<file path="config.mk">
export PLATFORM = sky130hd
export DESIGN_NAME = multi_mode_timer
export DESIGN_NICKNAME = d
export VERILOG_FILES = /design/src/rtl/timer_pkg.sv /design/src/rtl/tick_prescaler.sv /design/src/rtl/multi_mode_timer.sv
export SDC_FILE = /design/constraint.sdc
export NUM_CORES = 1
export LEC_CHECK = 0
export ABC_AREA = 0
export ABC_CLOCK_PERIOD_IN_PS = 3100
export CORE_UTILIZATION = 25
export DETAILED_ROUTE_END_ITERATION = 10
export GPL_TIMING_DRIVEN = 0
export HOLD_SLACK_MARGIN = 0.1
export SYNTH_ARGS = -nofsm -noshare
export SYNTH_HDL_FRONTEND = slang
export SYNTH_SLANG_ARGS = --single-unit
</file>
<file path="constraint.sdc">
create_clock -name clk -period 3.1 [get_ports clk]
set_input_delay 0.31 -clock clk [delete_from_list [all_inputs] [get_ports clk]]
set_output_delay 0.31 -clock clk [all_outputs]
set_load 0.02 [all_outputs]
</file>
<file path="src/rtl/timer_pkg.sv">
// Shared constants for the multi-mode timer: FSM encoding, mode values and
// default widths.
package timer_pkg;

  localparam logic [0:0] ST_IDLE = 1'b0;
  localparam logic [0:0] ST_RUN  = 1'b1;

  localparam logic MODE_PERIODIC = 1'b0;
  localparam logic MODE_ONESHOT  = 1'b1;

  localparam int DEFAULT_WIDTH          = 24;
  localparam int DEFAULT_PRESCALE_WIDTH = 8;

endpackage

</file>
<file path="src/rtl/tick_prescaler.sv">
// Clock-enable divider: issues a one-cycle tick every prescale+1 run cycles.
// The tick is combinational on the held prescaler state so the counter acts on the same edge.
module tick_prescaler
  import timer_pkg::*;
#(
  parameter int PRESCALE_WIDTH = DEFAULT_PRESCALE_WIDTH
) (
  input  logic                      clk,
  input  logic                      reset,
  input  logic                      run,
  input  logic                      reload,
  input  logic [PRESCALE_WIDTH-1:0] prescale,
  output logic                      tick
);

  localparam logic [PRESCALE_WIDTH-1:0] PRE_ONE = PRESCALE_WIDTH'(1);

  logic [PRESCALE_WIDTH-1:0] pre;

  always_ff @(posedge clk) begin
    if (!reset) begin
      pre <= '0;
    end else if (reload) begin
      pre <= prescale;
    end else if (run) begin
      if (pre == '0) begin
        pre <= prescale;
      end else begin
        pre <= pre - PRE_ONE;
      end
    end
  end

  // A reload cycle never ticks: start re-arms the full prescale interval.
  assign tick = run & ~reload & (pre == '0);

endmodule

</file>
<file path="src/rtl/multi_mode_timer.sv">
// Programmable down-counting timer with prescaler, periodic/one-shot modes,
// terminal pulse, toggle output and compare-driven PWM. All outputs registered.
module multi_mode_timer
  import timer_pkg::*;
#(
  parameter int WIDTH          = DEFAULT_WIDTH,
  parameter int PRESCALE_WIDTH = DEFAULT_PRESCALE_WIDTH
) (
  input  logic                      clk,
  input  logic                      reset,
  input  logic                      enable,
  input  logic                      start,
  input  logic                      stop,
  input  logic                      oneshot,
  input  logic [WIDTH-1:0]          load_value,
  input  logic [PRESCALE_WIDTH-1:0] prescale,
  input  logic [WIDTH-1:0]          compare_value,
  output logic [WIDTH-1:0]          count,
  output logic                      zero,
  output logic                      tp,
  output logic                      busy,
  output logic                      pwm,
  output logic [0:0]                dbg_state
);

  localparam logic [WIDTH-1:0] CNT_ONE = WIDTH'(1);

  logic [0:0]       state;
  logic [0:0]       state_next;
  logic [WIDTH-1:0] count_next;
  logic             zero_next;
  logic             tp_next;
  logic             busy_next;
  logic             pwm_next;
  logic             tick;
  logic             pre_run;

  // Stop is gated out so the prescaler is left untouched on the halting cycle.
  assign pre_run = (state == ST_RUN) & enable & ~stop;

  tick_prescaler #(
    .PRESCALE_WIDTH(PRESCALE_WIDTH)
  ) u_prescaler (
    .clk      (clk),
    .reset    (reset),
    .run      (pre_run),
    .reload   (start),
    .prescale (prescale),
    .tick     (tick)
  );

  always_comb begin
    state_next = state;
    count_next = count;
    zero_next  = 1'b0;
    tp_next    = tp;
    if (start) begin
      state_next = ST_RUN;
      count_next = load_value;
    end else if (stop) begin
      state_next = ST_IDLE;
    end else if (tick) begin
      if (count != '0) begin
        count_next = count - CNT_ONE;
      end else begin
        zero_next = 1'b1;
        tp_next   = ~tp;
        if (oneshot == MODE_ONESHOT) begin
          state_next = ST_IDLE;
        end else begin
          count_next = load_value;
        end
      end
    end
    busy_next = (state_next == ST_RUN);
    pwm_next  = busy_next & (count_next < compare_value);
  end

  always_ff @(posedge clk) begin
    if (!reset) begin
      state <= ST_IDLE;
      count <= '0;
      zero  <= 1'b0;
      tp    <= 1'b0;
      busy  <= 1'b0;
      pwm   <= 1'b0;
    end else begin
      state <= state_next;
      count <= count_next;
      zero  <= zero_next;
      tp    <= tp_next;
      busy  <= busy_next;
      pwm   <= pwm_next;
    end
  end

  assign dbg_state = state;

endmodule

</file>
==> results of run 1 <==
[per-layer routing]
layer  track usage, %  part of all wire [%]
met1             26.8                    44
met2             34.4                    47
met3             2.91                   6.0
met4             9.54                   3.7
met5                0                     0
[cell families (layout without fill, tap and decap cells)]
logic type / Yosys count / count (layout) / share of synthesized area, %
AND/OR/NAND/NOR: 188 / 188 / 31.3
multiplexers: 5 / 5 / 1.49
AO/OA/AOI/OAI: 143 / 143 / 28.7
flip-flops: 36 / 36 / 21.4
adder cells (fa/ha/maj): 25 / 25 / 9.30
buffers and inverters: 60 / 191 / 7.29
XOR/XNOR: 2 / 2 / 0.521
[layout by cell type, fill, tap and decap left out, drive strengths merged, types with 3 or more instances in the layout]
| cell | synthesis | routed |
|---|---|---|
| clkdlybuf4s50 | 0 | 89 |
| buf | 5 | 44 |
| nor2 | 42 | 42 |
| a21oi | 42 | 42 |
| dfxtp | 36 | 36 |
| inv | 34 | 34 |
| nand2 | 28 | 28 |
| ha | 25 | 25 |
| nor3 | 24 | 24 |
| clkbuf | 19 | 19 |
| and2 | 18 | 18 |
| o21ai | 18 | 18 |
| nand3 | 18 | 18 |
| nor4 | 14 | 14 |
| a31oi | 12 | 12 |
| a211oi | 12 | 12 |
| or3 | 10 | 10 |
| a21o | 9 | 9 |
| nand4 | 8 | 8 |
| o211a | 6 | 6 |
| o31ai | 6 | 6 |
| a2111oi | 6 | 6 |
| mux2i | 5 | 5 |
| nand2b | 5 | 5 |
| o41ai | 5 | 5 |
| or4 | 4 | 4 |
| o22ai | 4 | 4 |
| o211ai | 3 | 3 |
| a2bb2oi | 3 | 3 |
| o221ai | 3 | 3 |
| nor4b | 3 | 3 |
[synthesized netlist by cell type (all sizes together) (8+ instances only)]
cell,count,area [sq um]
and2,18,113
nand2,28,108
a21o,9,67.6
ha,25,313
inv,34,128
nand4,8,50.1
or3,10,62.6
o21ai,18,90.1
nand3,18,90.1
clkbuf,19,71.3
a211oi,12,90.1
a31oi,12,75.1
dfxtp,36,721
nor3,24,148
nor2,42,158
nor4,14,103
a21oi,42,214
[power groups by stage]
stage / combinational, mW / sequential (mW) / clock [mW]
after global routing: 0.839 / 0.576 / 0.630
final: 0.776 / 0.570 / 0.607
after CTS: 0.716 / 0.562 / 0.617
after global placement: 0.635 / 0.563 / 0
after detailed placement: 0.645 / 0.565 / 0
after floorplan: 0.370 / 0.579 / 0
[registers in the layout, indices dropped and copies added (netlist names)]
name             count
u_prescaler.pre      8
tp                   1
count               24
zero                 1
dbg_state            1
pwm                  1
[worst max-delay path by stage]
stage / startpoint / endpoint / slack, ns
2_1_floorplan: u_prescaler.pre[0] / pwm / 0.0004
3_3_place_gp: enable / pwm / -1.17
3_5_place_dp: enable / pwm / -1.13
4_1_cts: u_prescaler.pre[1] / pwm / -0.35
5_1_grt: count[1] / pwm / -0.44
6_report: count[10] / pwm / -0.25
[per-stage QoR]
| stage | cells | worst slack, ns | utilization (%) |
|---|---|---|---|
| floorplan | 459 | 0.000430 | - |
| global placement | 724 | -1.17 | 34.5 |
| detailed placement | 724 | -1.13 | 34.5 |
| CTS | 751 | -0.353 | 38.5 |
| global route | 766 | -0.443 | 40.8 |
| finish | 766 | -0.251 | 40.8 |
[critical path: stages, from the launching register on]
cell and delay, ns:
dfxtp_1 0.43, nor3_4 0.39, nand3_1 0.35, nor4_2 0.43, mux2i_1 0.12, a21oi_1 0.37
ha_1 0.31, nand4_1 0.18, nor2_4 0.07, buf_4 0.14, o211ai_1 0.11, nand2_1 0.13
nor3_2 0.12, o21a_1 0.15
[final cells by class]
class	instances	area, sq um	share of cell area [%]
tap	176	220	4.09
sequential	36	736	13.7
timing repair buffer	127	1220	22.6
multi-input combinational	363	2770	51.5
clock buffer	5	125	2.32
clock inverter	3	42.5	0.790
buffer	20	134	2.49
inverter	36	139	2.58
[what timing repair did]
item                       4_1_cts  5_1_grt
setup endpoints to repair        1        1
hold buffers                     0        0
setup buffers                   21       16
pin swaps                       22       24
cloned                           0        1
resized for setup               47       42
==> key figures, run 1 <==
Status
  • Status: complete, but fails checks
  • Failing checks: design-rule violations, negative setup slack

Layout
  • Fill cells: 1343
  • Post-Layout Inst Area: 5390 sq um
  • Area grow syn2layout: 60.1%
  • Final #Nets: 676
  • Ant. Diodes: 0
  • Share of layout cells above drive strength 1: 22.2%

Power
  • Worst vdd ir: 190 uV
  • Pwr dens: 362 nW/um^2
  • Switching fraction of total power: 36.0%
  • Pint: 1.25 mW
  • Psw: 0.703 mW
  • Clk network pwr share: 31.1%
  • Logic pwr share: 39.7%
  • Reg power frac: 29.2%
  • Tot Pwr: 1.95 mW
  • P_leak: 2.15 nW

Clocking
  • Clock-pin slew on the worst setup and hold paths: 0.06 ns
  • TritonCTS Buffers: 5
  • Clock Tree Root: clkbuf_16
  • Sink count of the clock tree: 36
  • Clock Latency Late Sink: 0.29 ns
  • CTS tree: yes
  • Clock tree buffer depth: 2
  • H-tree Lvls: 2

GRT
  • Grt total ovfl: 0
  • Largest net degree at the start of global routing: 13
  • First-pass GRT wire length: 22.5 mm
  • Vias in the first global route: 4129
  • Antenna violations before repair: 0
  • All-Layer GR Usage: 20.8%

Worst setup path
  • R2r setup slk: -0.25 ns
  • Crit end category: register
  • Max Fanout on Critical Path: 8
  • Crit Path Class: register to register
  • Worst r2r src: count[10]
  • Critical Path Start Type: register
  • Worst Path Required: 3.33 ns
  • Arrival @ worst endpoint: 3.58 ns
  • FF-to-FF path depth: 13
  • Worst reg2reg endpoint: pwm

STA
  • Worst hold margin: 0.551 ns
  • Slew Viols, Final: 0
  • RSZ-0062 raised after global routing: true
  • Final period utilization: 108%
  • Hold Fails Final Rpt: 0
  • Layout Skew: 0.00753 ns
  • Worst setup margin: -0.251 ns
  • Slew Limit Headroom: 52.2%
  • Final setup vio count: 1
  • Worst slew pin tran: 0.717 ns
  • Tmin final: 3.35 ns
  • Total negative setup slack: -0.251 ns
  • Max Clock Freq: 298 MHz

Route
  • Vias: 4180
  • Final wirelength: 14.6 mm
  • Routed Antenna Nets: 0
  • Via-to-Cell Ratio: 5.46
  • Number of DRC markers in iteration 0: 444
  • DRT Pass-1 Iters: 9
  • Residual DRC: 1
  • Wire length per cell: 19.1 microns

Synthesis
  • Synth Flop Type: dfxtp_1
  • Ys Warns: 0
  • Post-synthesis net count: 546
  • Netlist cell types: 65
  • Synth async-reset ratio: 0%
  • Mapped Cells: 459
  • Seq/Total Area, Yosys: 21.4%
  • Number of synthesized flops with an enable pin: 0
  • Cell Area, Synth: 3360 sq um
  • Syn Area/Cell: 7.33 sq um
  • Register bit total from synthesis: 36

Hold path
  • HP Class: register to register
  • Hold path start: u_prescaler.pre[0]
  • Hold Crit Depth: 3
  • Worst hold endpoint: u_prescaler.pre[0]

Die
  • Die area: 13900 sq um
  • I/O pin cnt: 91
  • Starting density of the core: 25.5%
  • Rows: 42
  • Core area: 13200 sq um
  • DIE WIDTH: 118 microns
  • Chip Height: 118 microns

Place
  • Area after DPL: 4560 sq um
  • DP HPWL: 10.8 mm
  • Buffers on Ports: 89
  • Placer congestion estimate: 0.926

Run
  • Maxcap violations: 0
(Power assumes the default switching activity.)
==> run 2, diff against run 1 <==
--- a/config.mk
+++ b/config.mk
@@ -10,7 +10,6 @@
 export CORE_UTILIZATION = 25
 export DETAILED_ROUTE_END_ITERATION = 10
 export GPL_TIMING_DRIVEN = 0
-export HOLD_SLACK_MARGIN = 0.1
 export SYNTH_ARGS = -nofsm -noshare
 export SYNTH_HDL_FRONTEND = slang
 export SYNTH_SLANG_ARGS = --single-unit
==> results of run 2 <==
Final layout, timing and power as in run 1 (identical DEF).
==> run 3, diff against run 2 <==
--- a/config.mk
+++ b/config.mk
@@ -6,7 +6,8 @@
 export NUM_CORES = 1
 export LEC_CHECK = 0
 export ABC_AREA = 0
-export ABC_CLOCK_PERIOD_IN_PS = 3100
+export ABC_CLOCK_PERIOD_IN_PS = 2800
+export CORE_MARGIN = 8
 export CORE_UTILIZATION = 25
 export DETAILED_ROUTE_END_ITERATION = 10
 export GPL_TIMING_DRIVEN = 0
==> constraint.sdc (replaced) <==
create_clock -name clk -period 2.8 [get_ports clk]
set_input_delay 0.28 -clock clk [delete_from_list [all_inputs] [get_ports clk]]
set_output_delay 0.28 -clock clk [all_outputs]
set_load 0.02 [all_outputs]
==> run 3 against run 2 <==
Compared with the run above: the flow finishes with violations (negative setup slack); critical path depth is 3 higher; die area increased by 25%; flip-flop and latch count unchanged; critical endpoint unchanged; clock-buffer cell count increased by 2; final cell count increased by 1.7%; via count is 2.7% higher.
==> key figures, run 3 (same netlist as run 1, synthesis figures left out) <==
Status
  • Status: complete, but fails checks
  • Failing checks: negative setup slack

STA
  • Worst hold margin: 0.533 ns
  • Worst slew pin tran: 0.746 ns
  • Hold Fails Final Rpt: 0
  • Worst setup margin: -0.648 ns
  • RSZ-0062 raised after global routing: true
  • Layout Skew: 0.00301 ns
  • Slew Limit Headroom: 50.3%
  • Final period utilization: 123%
  • Max Clock Freq: 290 MHz
  • Tmin final: 3.45 ns
  • Slew Viols, Final: 0
  • Final setup vio count: 1

Route
  • Routed Antenna Nets: 0
  • Final wirelength: 15.8 mm
  • DRT Pass-1 Iters: 5
  • Wire length per cell: 20.3 microns
  • Residual DRC: 0
  • Number of DRC markers in iteration 0: 328
  • Via-to-Cell Ratio: 5.51
  • Vias: 4293

Layout
  • Fill cells: 1314
  • Final Non-Filler Cells: 779
  • Final #Nets: 689
  • Share of layout cells above drive strength 1: 25.5%
  • Most flops, register: count
  • Top flop regs: count x24, u_prescaler.pre x8
  • Reg area: 739 sq um
  • Area grow syn2layout: 65.5%
  • Ant. Diodes: 0
  • Most common cell after layout, fill and taps aside: clkdlybuf4s50_1
  • Most frequent cells in the layout: 89 x clkdlybuf4s50_1, 48 x buf_4, 38 x nor2_1
  • Multi-input gate area: 2880 sq um
  • Max reg flops: 24

Worst setup path
  • Arrival @ worst endpoint: 3.63 ns
  • Worst r2r src: count[16]
  • Max Fanout on Critical Path: 6
  • Worst Path Required: 2.98 ns
  • Worst reg2reg endpoint: pwm
  • Crit end category: register
  • Crit Path Class: register to register
  • FF-to-FF path depth: 16
  • Critical Path Start Type: register
  • R2r setup slk: -0.65 ns

GRT
  • All-Layer GR Usage: 17.1%
  • Grt total ovfl: 0
  • First-pass GRT wire length: 23.8 mm
  • Antenna violations before repair: 0
  • Largest net degree at the start of global routing: 12
  • Vias in the first global route: 4299

Die
  • Die area: 17400 sq um
  • DIE WIDTH: 132 microns
  • Starting density of the core: 25.5%
  • Rows: 42
  • Chip Height: 132 microns
  • Core area: 13200 sq um
  • I/O pin cnt: 91

Clocking
  • Clock Tree Root: clkbuf_16
  • H-tree Lvls: 2
  • CTS tree: yes
  • Clock tree buffer depth: 2
  • Clock-pin slew on the worst setup and hold paths: 0.06 ns
  • TritonCTS Buffers: 5
  • Sink count of the clock tree: 36
  • Clock Latency Late Sink: 0.29 ns
  • Hold Buf Count CTS: 0

Place
  • Pre-CTS setup slack: -1.33 ns
  • DP HPWL: 11.5 mm
  • Dpl cells: 724
  • Placer congestion estimate: 0.914
  • Buffers on Ports: 89

Hold path
  • Worst hold endpoint: tp
  • Hold path start: tp
  • HP Class: register to register
  • Hold Crit Depth: 2

Run
  • Maxcap violations: 0

Power
  • Tot Pwr: 2.16 mW
  • Pwr dens: 387 nW/um^2
  • P_leak: 2.24 nW
  • Worst vdd ir: 233 uV
-- run 3: changes by cell type in the layout (fill, tap and decap cells not counted), sizes merged --
| cell | change |
|---|---|
| bufinv | -1 |
| clkinv | +1 |
| clkinvlp | -2 |
| buf | +14 |
| clkbuf | +1 |
-- run 3: what timing repair did --
action                     in CTS  in global routing
pin swaps                      20                 32
setup buffers                  31                 20
hold endpoints to repair        0                  0
gates resized for setup        49                 55
setup endpoints to repair       6                  1
-- run 3: where the power goes --
part	switching (mW)	internal [mW]	total (mW)
clock network	0.233	0.383	0.616
logic	0.472	0.435	0.907
registers	0.0787	0.555	0.634
total	0.783	1.37	2.16
-- run 3: area by class of cell --
class | count | area share, %
buffer | 20 | 2.29
clock buffer | 7 | 2.76
clock inverter | 1 | 0.0899
inverter | 36 | 2.43
multi-input combinational | 363 | 51.8
sequential | 36 | 13.3
tap | 176 | 3.96
timing repair buffer | 140 | 23.4
-- run 3: metrics by stage --
step | setup TNS [ns] | instance area [sq um] | utilization (%)
floorplan | -0.290 | 3450 | -
global placement | -1.79 | 4560 | 34.6
detailed placement | -1.65 | 4560 | 34.6
CTS | -0.588 | 5160 | 39.1
global route | -0.738 | 5570 | 42.2
finish | -0.648 | 5570 | 42.2
-- run 3: worst max-delay path by stage --
stage / start / to / slack [ns] / cells past startpoint
floorplan: count[16] / pwm / -0.29 / 14
global placement: enable / pwm / -1.35 / 14
detailed placement: enable / pwm / -1.33 / 14
CTS: u_prescaler.pre[1] / pwm / -0.59 / 16
global route: count[0] / pwm / -0.74 / 17
finish: count[16] / pwm / -0.65 / 16
-- run 3: metal layers --
metal	GRT usage, %	part of all wire (%)	vias to the layer above
li1	-	-	2012
met1	20.6	41	2039
met2	28.7	48	199
met3	3.28	7.3	43
met4	7.66	3.4	0
met5	0	0	-
-- run 3: critical path, cell delays in order (launching register included) --
cell and delay [ns]:
dfxtp_4 0.36, or4_4 0.57, nand4b_4 0.22, buf_8 0.17
nor3_4 0.22, buf_4 0.16, a2111oi_4 0.06, a211oi_2 0.27
a21oi_2 0.06, ha_1 0.28, nand4_1 0.21, nor2_2 0.20
buf_4 0.15, o211ai_1 0.11, nand2_1 0.11, nor3_1 0.06
o21a_1 0.11
